--- src/rtl/down_rx.sv ---
// Purpose: downlink serial frame receiver, 4x oversampled, short/long frames into a 20-bit shift register.
// Latency: rxd fall -> START 3 clk; first sample 2*DIV clk later; over/frame_err 1 clk after the deciding sample clk.
// Backpressure: none; the serial line cannot be stalled, so the downstream decoder must keep up with each pulse.
//
// Ports:
//   clk, rstn         single clock, asynchronous active-low reset
//   rxd               asynchronous serial input, idles high
//   tsr[19:0]         receive shift register, MSB-first, stop bit never shifted in
//   no_bits_rcvd[4:0] bits sampled in the current frame (start and stop included)
//   clk_div[1:0]      quarter-bit phase
//   clk1x_en          one-clk pulse per bit sample
//   over              one-clk pulse: valid short frame complete
//   frame_err         one-clk pulse: frame aborted (bad header or bad stop bit)
module down_rx #(
  parameter int DIV = 13
) (
  input  logic        clk,
  input  logic        rstn,
  input  logic        rxd,
  output logic [19:0] tsr,
  output logic [4:0]  no_bits_rcvd,
  output logic [1:0]  clk_div,
  output logic        clk1x_en,
  output logic        over,
  output logic        frame_err
);

  localparam logic [1:0] S_IDLE  = 2'd0;
  localparam logic [1:0] S_START = 2'd1;
  localparam logic [1:0] S_DATA  = 2'd2;
  localparam logic [1:0] S_DONE  = 2'd3;

  localparam logic [15:0] QMAX = 16'(DIV - 1);

  logic [1:0]  state;
  logic        rxd_m;
  logic        rxd_s;
  logic        rxd_d;
  logic        fall_q;
  logic        armed;
  logic [15:0] qcnt;
  logic        is_long;
  logic        stop_val;

  logic tick;
  logic sample;
  logic stop_pos;
  logic post;

  assign tick   = (qcnt == QMAX);
  // Mid-bit: the tick that moves clk_div from 1 to 2.
  assign sample = tick && (clk_div == 2'd1) && ((state == S_START) || (state == S_DATA));
  // The sample that lands on the stop bit: 6th for short frames, 22nd for long.
  assign stop_pos = is_long ? (no_bits_rcvd == 5'd21) : (no_bits_rcvd == 5'd5);
  // Cycle right after a DATA sample; decisions use the freshly updated tsr/count.
  // A tick cannot fall here because qcnt was just wrapped to 0.
  assign post   = clk1x_en && (state == S_DATA);

  always_ff @(posedge clk or negedge rstn) begin
    if (!rstn) begin
      state        <= S_IDLE;
      rxd_m        <= 1'b1;
      rxd_s        <= 1'b1;
      rxd_d        <= 1'b1;
      fall_q       <= 1'b0;
      armed        <= 1'b1;
      qcnt         <= '0;
      is_long      <= 1'b0;
      stop_val     <= 1'b0;
      tsr          <= '0;
      no_bits_rcvd <= '0;
      clk_div      <= '0;
      clk1x_en     <= 1'b0;
      over         <= 1'b0;
      frame_err    <= 1'b0;
    end else begin
      rxd_m     <= rxd;
      rxd_s     <= rxd_m;
      rxd_d     <= rxd_s;
      fall_q    <= rxd_d & ~rxd_s;
      clk1x_en  <= 1'b0;
      over      <= 1'b0;
      frame_err <= 1'b0;

      // Re-arm edge detection only once the line has been seen high.
      if (rxd_s) begin
        armed <= 1'b1;
      end

      // Quarter-bit timebase runs only while a frame is in progress.
      if (state != S_IDLE) begin
        qcnt <= tick ? 16'd0 : qcnt + 16'd1;
        if (tick) begin
          clk_div <= clk_div + 2'd1;
        end
      end

      case (state)
        S_IDLE: begin
          if (fall_q && armed) begin
            state        <= S_START;
            tsr          <= '0;
            qcnt         <= '0;
            clk_div      <= '0;
            no_bits_rcvd <= '0;
            is_long      <= 1'b0;
          end
        end

        S_START: begin
          if (sample) begin
            if (!rxd_s) begin
              state        <= S_DATA;
              no_bits_rcvd <= 5'd1;
              clk1x_en     <= 1'b1;
            end else begin
              // Glitch: drop back silently.
              state        <= S_IDLE;
              qcnt         <= '0;
              clk_div      <= '0;
              no_bits_rcvd <= '0;
            end
          end
        end

        S_DATA: begin
          if (sample) begin
            clk1x_en     <= 1'b1;
            no_bits_rcvd <= no_bits_rcvd + 5'd1;
            if (stop_pos) begin
              stop_val <= rxd_s;
            end else begin
              tsr <= {tsr[18:0], rxd_s};
            end
          end else if (post) begin
            if (no_bits_rcvd == 5'd5) begin
              case (tsr[3:0])
                4'b1000, 4'b1100:          is_long <= 1'b0;
                4'b1001, 4'b1010, 4'b1011: is_long <= 1'b1;
                default: begin
                  frame_err    <= 1'b1;
                  armed        <= 1'b0;
                  state        <= S_IDLE;
                  qcnt         <= '0;
                  clk_div      <= '0;
                  no_bits_rcvd <= '0;
                end
              endcase
            end else if ((no_bits_rcvd == 5'd6) && !is_long) begin
              over         <= stop_val;
              frame_err    <= ~stop_val;
              armed        <= stop_val;
              state        <= S_IDLE;
              qcnt         <= '0;
              clk_div      <= '0;
              no_bits_rcvd <= '0;
            end else if ((no_bits_rcvd == 5'd22) && !stop_val) begin
              frame_err    <= 1'b1;
              armed        <= 1'b0;
              state        <= S_IDLE;
              qcnt         <= '0;
              clk_div      <= '0;
              no_bits_rcvd <= '0;
            end
          end else if (tick && (no_bits_rcvd == 5'd22)) begin
            // Same edge moves clk_div 2->3, so {22,3} appears only in DONE.
            state <= S_DONE;
          end
        end

        default: begin
          // S_DONE: hold {22,3} for exactly this one clk.
          state        <= S_IDLE;
          qcnt         <= '0;
          clk_div      <= '0;
          no_bits_rcvd <= '0;
        end
      endcase
    end
  end

endmodule

--- config.mk ---
export PLATFORM = sky130hd
export DESIGN_NAME = down_rx
export DESIGN_NICKNAME = d
export VERILOG_FILES = /design/src/rtl/down_rx.sv
export SDC_FILE = /design/constraint.sdc
export NUM_CORES = 1
export LEC_CHECK = 0
export CAP_MARGIN = 0
export CORE_UTILIZATION = 55
export CTS_CLUSTER_SIZE = 40
export DETAILED_ROUTE_END_ITERATION = 7
export GPL_TIMING_DRIVEN = 1
export PLACE_DENSITY_LB_ADDON = 0.08
export SYNTH_ARGS = -nofsm -noshare
export SYNTH_HDL_FRONTEND = slang
export SYNTH_SLANG_ARGS = --single-unit
--- constraint.sdc ---
create_clock -name clk -period 2.56 [get_ports clk]
set_input_delay 0.256 -clock clk [delete_from_list [all_inputs] [get_ports clk]]
set_output_delay 0.256 -clock clk [all_outputs]
set_load 0.02 [all_outputs]
== Word-level counts from Yosys, hierarchy flattened ==
Cells that the tools add are included.
Cells by class
  add/sub/neg operators: 3
  equality and inequality tests: 27
  mux-type cells: 80
  bitwise gates (word level): 3
  reduce and logical (&&, ||, !) cells: 21
Operator list (number)
  $mux 16: 11
  $mux 20: 3
  $pmux 16 s3: 1
  $mux 2: 21
  $mux 5: 8
  $pmux 20 s2: 1
  $mux 1: 29
  $eq 4x4->1 const B: 5
  $add 16x1->16 const B: 1
  $eq 16x4->1 const B: 1
  $pmux 5 s3: 1
  $ne 2x2->1 const B: 6
  $pmux 2 s3: 2
  $reduce_and 6->1: 2
  $eq 5x3->1 const B: 2
  $eq 5x5->1 const B: 2
  $ne 5x2->1 const B: 2
  $ne 4x4->1 const B: 2
  $logic_and 1x1->1: 7
  $pmux 1 s2: 3
  $add 5x1->5 const B: 1
  $reduce_and 5->1: 1
  $reduce_or 5->1: 1
  $eq 2x1->1 const B: 2
  16 further kinds: 19
Word-level totals
  bits in registers: 55
  bits of input ports: 3

== Logic depth before layout (Yosys ltp) ==
Gate-level depths: netlist of the first run.
  depth in word-level cells: 9
  gate-level depth with buffers: 10
  gate-level depth less buffers: 8

== Worst setup path after synthesis of the first run ==
No wires, ideal clock.
  kind: register to register
  from: register no_bits_rcvd[0]
  to: register state[0]
  setup time: 125 ps
  arrival time: 2085 ps
  required time: 2435 ps
  slack: 351 ps
  cell stages (with the launch flop): 9
  period minus slack after synthesis: 2209 ps
  path through: dfrtp_1 > inv_1 > ha_1 > nand4b_1 > or2_1 > a211oi_2 > o21ai_0 > a21oi_1 > mux2_2
Between the ends
  longest elaborated chain between the ends: 7
  elaborated cells on any way between the ends: 15
RTL lines
  from (decl): line 21  | output logic [4:0] no_bits_rcvd,
  from (signal assigned): line 129  | no_bits_rcvd <= no_bits_rcvd + 5'd1;
  $eq 5x3->1: line 149  | end else if ((no_bits_rcvd == 5'd6) && !is_long) begin
  $logic_and 1x1->1: line 149
  $mux 2: line 149
  $mux 2: line 136  | if (no_bits_rcvd == 5'd5) begin
  $mux 2: line 135  | end else if (post) begin
  $mux 2: line 127  | if (sample) begin
  $pmux 2 s3: line 98  | case (state)
  to (signal assigned): line 101  | state <= S_START;
  to (signal assigned): line 113  | state <= S_DATA;
  to (signal assigned): line 143  | state <= S_IDLE;
  to (decl): line 35  | logic [1:0] state;
Several ways; a longest one is shown, not always the timed one. The select of a mux whose other input is x is not followed.
A chain may end at the register's enable or synchronous reset.

== Worst setup path after layout of the first run ==
  from: register qcnt[0]
  to: register state[0]
Between the ends
  longest elaborated chain between the ends: 5
  elaborated cells on any way between the ends: 8
RTL lines
  from (decl): line 41  | logic [15:0] qcnt;
  from (signal assigned): line 92  | qcnt <= tick ? 16'd0 : qcnt + 16'd1;
  $eq 16x4->1 *: line 50  | assign tick = (qcnt == QMAX);
  $logic_and 1x1->1 (2 in a row): line 52  | assign sample = tick && (clk_div == 2'd1) && ((state == S_START) || (state == S_DATA));
  $ne 2x2->1 (no source line)
  $reduce_and 6->1 (no source line) *
  to (signal assigned): line 61  | state <= S_IDLE;
  to (signal assigned): line 101
  to (signal assigned): line 113
Every way passes the cells marked *; elsewhere a longest branch is shown, timed or not.

==> results_dict.tcl, run 1 <==
set metrics [dict create \
    cts_max_level 2 \
    placeableCoreArea_mm2 0.00475 \
    rows 25 \
    worst_slack_ns 0.192 \
    grt_max_degree 29 \
    drive_above_1_share 0.145 \
    synth.cell_area_mm2 0.00274 \
    dp.cells 348 \
    ys_seq_area_frac 0.505 \
    ys_warn_count 0 \
    pwr-share-clk 0.257 \
    finalPower_mw 2.32 \
    hold_violations 0 \
    synth_area_leaders "dfrtp_1, a22o_1, ha_1" \
    synth_edf_count 0 \
    synthFlopType "dfrtp_1" \
    leakagePower_nw 1.47 \
    overflow 0 \
    drv_cap 0 \
    fin_area_mm2 0.00330 \
    port_buffers 32 \
    critical_path.endpoint_type "flop" \
    grt_pass1_vias 1890 \
    cts_max_path_buffers 2 \
    dp_hpwl_um 3790 \
    startpoint_type "flop" \
    cp.required_ns 2.76 \
    status "completed" \
    power_frac_comb 0.336 \
    ir_worst_vdd_v 0.000451 \
    layout.nets 302 \
    power.share.switching 0.343 \
    synth_commonest_cells "dfrtp_1, nor2_1, a22o_1, nand2_1" \
    synth-seq-cells 55 \
    min_path_type "in2reg" \
    grt_pass1_wl_um 9210 \
    fillers 396 \
    timing.fmax_mhz 422 \
    cts_buffers 5 \
    holdWs_ns 0.354 \
    dieArea_mm2 0.00526 \
    die_x_um 72.5 \
    wire_per_inst_um 15.1 \
    synthCells 249 \
    finalMaxSlewViolations 0 \
    finalCritPeriodShare 0.925 \
    fin_util 0.694 \
    dp_slack_ns 0.241 \
    root_buffer "clkbuf_8" \
    route.detailed.drc 0 \
    finalCriticalPeriod_ns 2.37 \
    cp.arrival_ns 2.56 \
    synth_top_area_share 0.466 \
    syn_area_per_cell_um2 11.0 \
    vias 1978 \
    antenna_found_initial 0 \
    finalClockSkew_ns 0.00778 \
    crit_type "reg2reg" \
    slew_headroom 0.589 \
    tightest_slew_ns 0.609 \
    rsz0062_at_grt "false" \
    die_h_um 72.5 \
    ys_async_sr_fraction 1.00 \
    dr.pass1.iters 4 \
    seqPwrFrac 0.407 \
    clock_sinks 55 \
    clock_latency_ns 0.30 \
    cp_max_fo 6 \
    start_util 0.576 \
    grt_usage 0.228 \
    place_congestion 0.788 \
    areaGrowthSynthToFinish_pct 20.6 \
    drt_wl_total_um 5390 \
    synth_cell_types 46 \
    clkSlewWorstSetupHoldPaths_ns 0.10 \
    synthMostInstantiatedCell "dfrtp_1" \
    power_density_mw_per_mm2 703 \
    vias_per_cell 5.54 \
    fin_cells 357 \
    num_antenna_cells 0 \
    post_cts_buffers 0 \
    p_sw_mw 0.797 \
    p_int_mw 1.52 \
    ioPinCount 33 \
    dr.first_iter.drc_count 137 \
    timing.setup.tns_ns 0 \
    cts_tree "done" \
    setup_violations 0 \
    antenna_left 0 \
    synth_top_area_cell "dfrtp_1" \
    placed_cell_area_mm2 0.00317 \
    synthesis.nets 262 \
]
## cell families (layout without fill, tap and decap cells)
logic type	count (synthesis)	after routing	synth area share
mux	5	5	0.0206
compound gates	54	54	0.160
xor+xnor	16	16	0.0512
fa+ha+maj	10	10	0.0457
buf+inv	21	62	0.0325
simple gates	88	88	0.185
flops	55	55	0.505
## flip-flops by register name, summed over array words and instances (netlist names)
name / flops
rxd_d: 1
rxd_s: 1
fall_q: 1
frame_err: 1
clk_div: 2
over: 1
is_long: 1
clk1x_en: 1
stop_val: 1
qcnt: 16
tsr: 20
no_bits_rcvd: 5
state: 2
rxd_m: 1
armed: 1
## worst max-delay path: stages (launching register included)
cell and delay, ns:
dfrtp_1 0.43, inv_1 0.08, ha_1 0.14, nor4b_4 0.24, nand4_2 0.20, or2_0 0.38
a21o_1 0.25, a21oi_1 0.19, mux2_2 0.36
## cell usage in the layout, fill, tap and decap left out, drive strengths merged, types with 7 or more instances in the layout
master and n:
dfrtp 51, clkdlybuf4s50 31, nor2 24, nand3 7, nand2 15, xor2 8, and3 8, o21ai 8
xnor2 8, ha 10, buf 9, a22o 20, a21oi 13, inv 13
## power by group through the flow
stage                     registers, mW  logic [mW]  clock network, mW
final                             0.944       0.779              0.597
after global routing              0.949       0.863              0.636
after CTS                         0.945       0.781              0.611
after detailed placement          0.962       0.765                  0
after global placement            0.959       0.764                  0
after floorplan                   0.963       0.518                  0
## final timing paths
kind | slack, ns | endpoint | start | cells after the start
setup / recovery | 0.19 | state[0]$_DFFE_PN0P_ | qcnt[0]$_DFF_PN0_ | 8
hold / removal | 0.35 | rxd_m$_DFF_PN1_ | rxd | 1
setup reg to reg | 0.19 | state[0]$_DFFE_PN0P_ | qcnt[0]$_DFF_PN0_ | 8
hold reg to reg | 0.36 | rxd_s$_DFF_PN1_ | rxd_m$_DFF_PN1_ | 0
max in group asynchronous | 1.37 | rxd_s$_DFF_PN1_ | rstn | 3
min in group asynchronous | 0.49 | clk_div[0]$_DFF_PN0_ | rstn | 2
## timing repair
action	in CTS	in global routing
gates resized for setup	0	0
hold buffers	1	0
endpoints found under the hold margin	25	0
## metal layers
metal | GRT usage | wire length [µm]
met1 | 0.336 | 2660
met2 | 0.345 | 2540
met3 | 0.0444 | 164
met4 | 0.0632 | 27
met5 | 0 | 0
## final cells by class
class	count	area, µm²	area share
multi-input combinational	173	1270	0.385
inverter	13	48.8	0.0148
tap	67	83.8	0.0254
timing repair buffer	41	398	0.121
clock inverter	2	35.0	0.0106
clock buffer	6	82.6	0.0250
sequential	55	1380	0.418
(Power assumes the default switching activity.)
==> run 2, diff against run 1 <==
--- a/config.mk
+++ b/config.mk
@@ -6,7 +6,7 @@
 export NUM_CORES = 1
 export LEC_CHECK = 0
 export CAP_MARGIN = 0
-export CORE_UTILIZATION = 55
+export CORE_UTILIZATION = 43
 export CTS_CLUSTER_SIZE = 40
 export DETAILED_ROUTE_END_ITERATION = 7
 export GPL_TIMING_DRIVEN = 1
==> results_dict.tcl, run 2 (same netlist as run 1, synthesis figures left out) <==
set metrics [dict create \
    cts_max_level 2 \
    setup_violations 0 \
    rows 28 \
    layout.nets 301 \
    finalClockSkew_ns 0.00848 \
    start_util 0.454 \
    cts_tree "done" \
    power_density_mw_per_mm2 664 \
    die_h_um 81.8 \
    startpoint_type "flop" \
    finalPower_mw 2.18 \
    grt_pass1_vias 1944 \
    hold_start "rxd" \
    place_congestion 0.817 \
    wl_met3_um 151 \
    cp.arrival_ns 2.61 \
    worst_slack_ns 0.171 \
    dp.cells 355 \
    pwr-share-clk 0.235 \
    ir_worst_vdd_v 0.000497 \
    die_x_um 81.8 \
    fin_cells 364 \
    drv_cap 0 \
    ioPinCount 33 \
    p_int_mw 1.37 \
    dr.first_iter.drc_count 68 \
    port_buffers 32 \
    drt_wl_total_um 5500 \
    slew_headroom 0.575 \
    power.share.switching 0.370 \
    post_cts_buffers 0 \
    p_sw_mw 0.806 \
    rsz0062_at_grt "false" \
    areaGrowthSynthToFinish_pct 19.9 \
    drive_above_1_share 0.145 \
    cts_max_path_buffers 2 \
    critical_path.endpoint_type "flop" \
    largest-register "tsr" \
    clock_sinks 55 \
    dr.pass1.iters 4 \
    grt_usage 0.184 \
    antenna_found_initial 0 \
    status "completed" \
    mostFrequentLayoutCells "dfrtp_1, clkdlybuf4s50_1, nor2_1" \
    dp_hpwl_um 3860 \
    startpoint "qcnt[0]$_DFF_PN0_" \
    fin_util 0.545 \
    dp_slack_ns 0.0589 \
    overflow 0 \
    dieArea_mm2 0.00669 \
    timing.rr.start "qcnt[0]$_DFF_PN0_" \
    cp_max_fo 20 \
    hold_violations 0 \
    finalCritPeriodShare 0.933 \
    cp.required_ns 2.78 \
    vias 1969 \
    num_antenna_cells 0 \
    clock_latency_ns 0.32 \
    tightest_slew_ns 0.637 \
    min_path_type "in2reg" \
    power_frac_comb 0.330 \
    vias_per_cell 5.41 \
    grt_max_degree 30 \
    drt-met1-wl_um 2840 \
    finalCriticalPeriod_ns 2.39 \
    fillers 548 \
    finalMaxSlewViolations 0 \
    leakagePower_nw 1.45 \
    placeableCoreArea_mm2 0.00603 \
    clkSlewWorstSetupHoldPaths_ns 0.11 \
    top_layer "met4" \
    timing.setup.tns_ns 0 \
    largest_reg_flops 20 \
    routed-wl-met2_um 2440 \
    grt_pass1_wl_um 9310 \
    timing.fmax_mhz 419 \
    root_buffer "clkbuf_8" \
    antenna_left 0 \
    route.detailed.drc 0 \
    cts_buffers 5 \
    crit_type "reg2reg" \
    seqPwrFrac 0.435 \
    reg_top3 "tsr: 20 flops, qcnt: 16 flops, no_bits_rcvd: 5 flops" \
    mostFrequentLayoutCell "dfrtp_1" \
    wire_per_inst_um 15.1 \
]
[run 2: timing repair]
item | 4_1_cts | 5_1_grt
endpoints found under the setup margin | 0 | 20
endpoints found under the hold margin | 26 | 0
hold buffers | 1 | 0
resized for setup | 0 | 1
[run 2: worst paths after layout]
kind                                         to  slack (ns)  cells after the start
max in group asynchronous       rxd_m$_DFF_PN1_        1.43                      3
min in group asynchronous  state[0]$_DFFE_PN0P_        0.48                      2
max reg2reg                  tsr[9]$_DFFE_PN0P_        0.17                      8
min reg2reg                     rxd_s$_DFF_PN1_        0.36                      0
min                             rxd_m$_DFF_PN1_        0.35                      1
max                          tsr[9]$_DFFE_PN0P_        0.17                      8
[run 2: area by class of cell]
class / instances / area, µm² / share of cell area
multi-input combinational: 173 / 1270 / 0.388
clock inverter: 3 / 26.3 / 0.00801
clock buffer: 5 / 68.8 / 0.0210
tap: 75 / 93.8 / 0.0286
timing repair buffer: 40 / 390 / 0.119
inverter: 13 / 48.8 / 0.0149
sequential: 55 / 1380 / 0.421
[run 2: through the flow]
step                      area (µm²)  hold slack (ns)
after floorplan                 2740          -0.0396
after global placement          3180            0.312
after detailed placement        3180            0.313
after CTS                       3280            0.347
after global routing            3280            0.341
final                           3280            0.350
[run 2: power by group through the flow]
stage	combinational [mW]	sequential, mW	clock, mW
finish	0.719	0.948	0.513
global route	0.792	0.955	0.565
CTS	0.727	0.948	0.535
global placement	0.723	0.963	0
detailed placement	0.719	0.964	0
floorplan	0.518	0.963	0
[run 2: metal layers]
metal / global-route usage / vias up
li1: - / 962
met1: 0.267 / 975
met2: 0.273 / 25
met3: 0.0411 / 7
met4: 0.0526 / 0
met5: 0 / -
[run 2: worst max-delay path: stages (launching register included)]
cell	delay, ns
dfrtp_1	0.43
inv_1	0.07
ha_1	0.14
nor4b_4	0.22
nand4_2	0.19
nor2_1	0.25
nand2_1	0.15
a211o_2	0.52
a22o_1	0.28
==> run 3, diff against run 2 <==
--- a/config.mk
+++ b/config.mk
@@ -6,7 +6,7 @@
 export NUM_CORES = 1
 export LEC_CHECK = 0
 export CAP_MARGIN = 0
-export CORE_UTILIZATION = 43
+export CORE_UTILIZATION = 55
 export CTS_CLUSTER_SIZE = 40
 export DETAILED_ROUTE_END_ITERATION = 7
 export GPL_TIMING_DRIVEN = 1
==> results of run 3 <==
The final DEF is identical to that of run 1; final timing and power are the same.
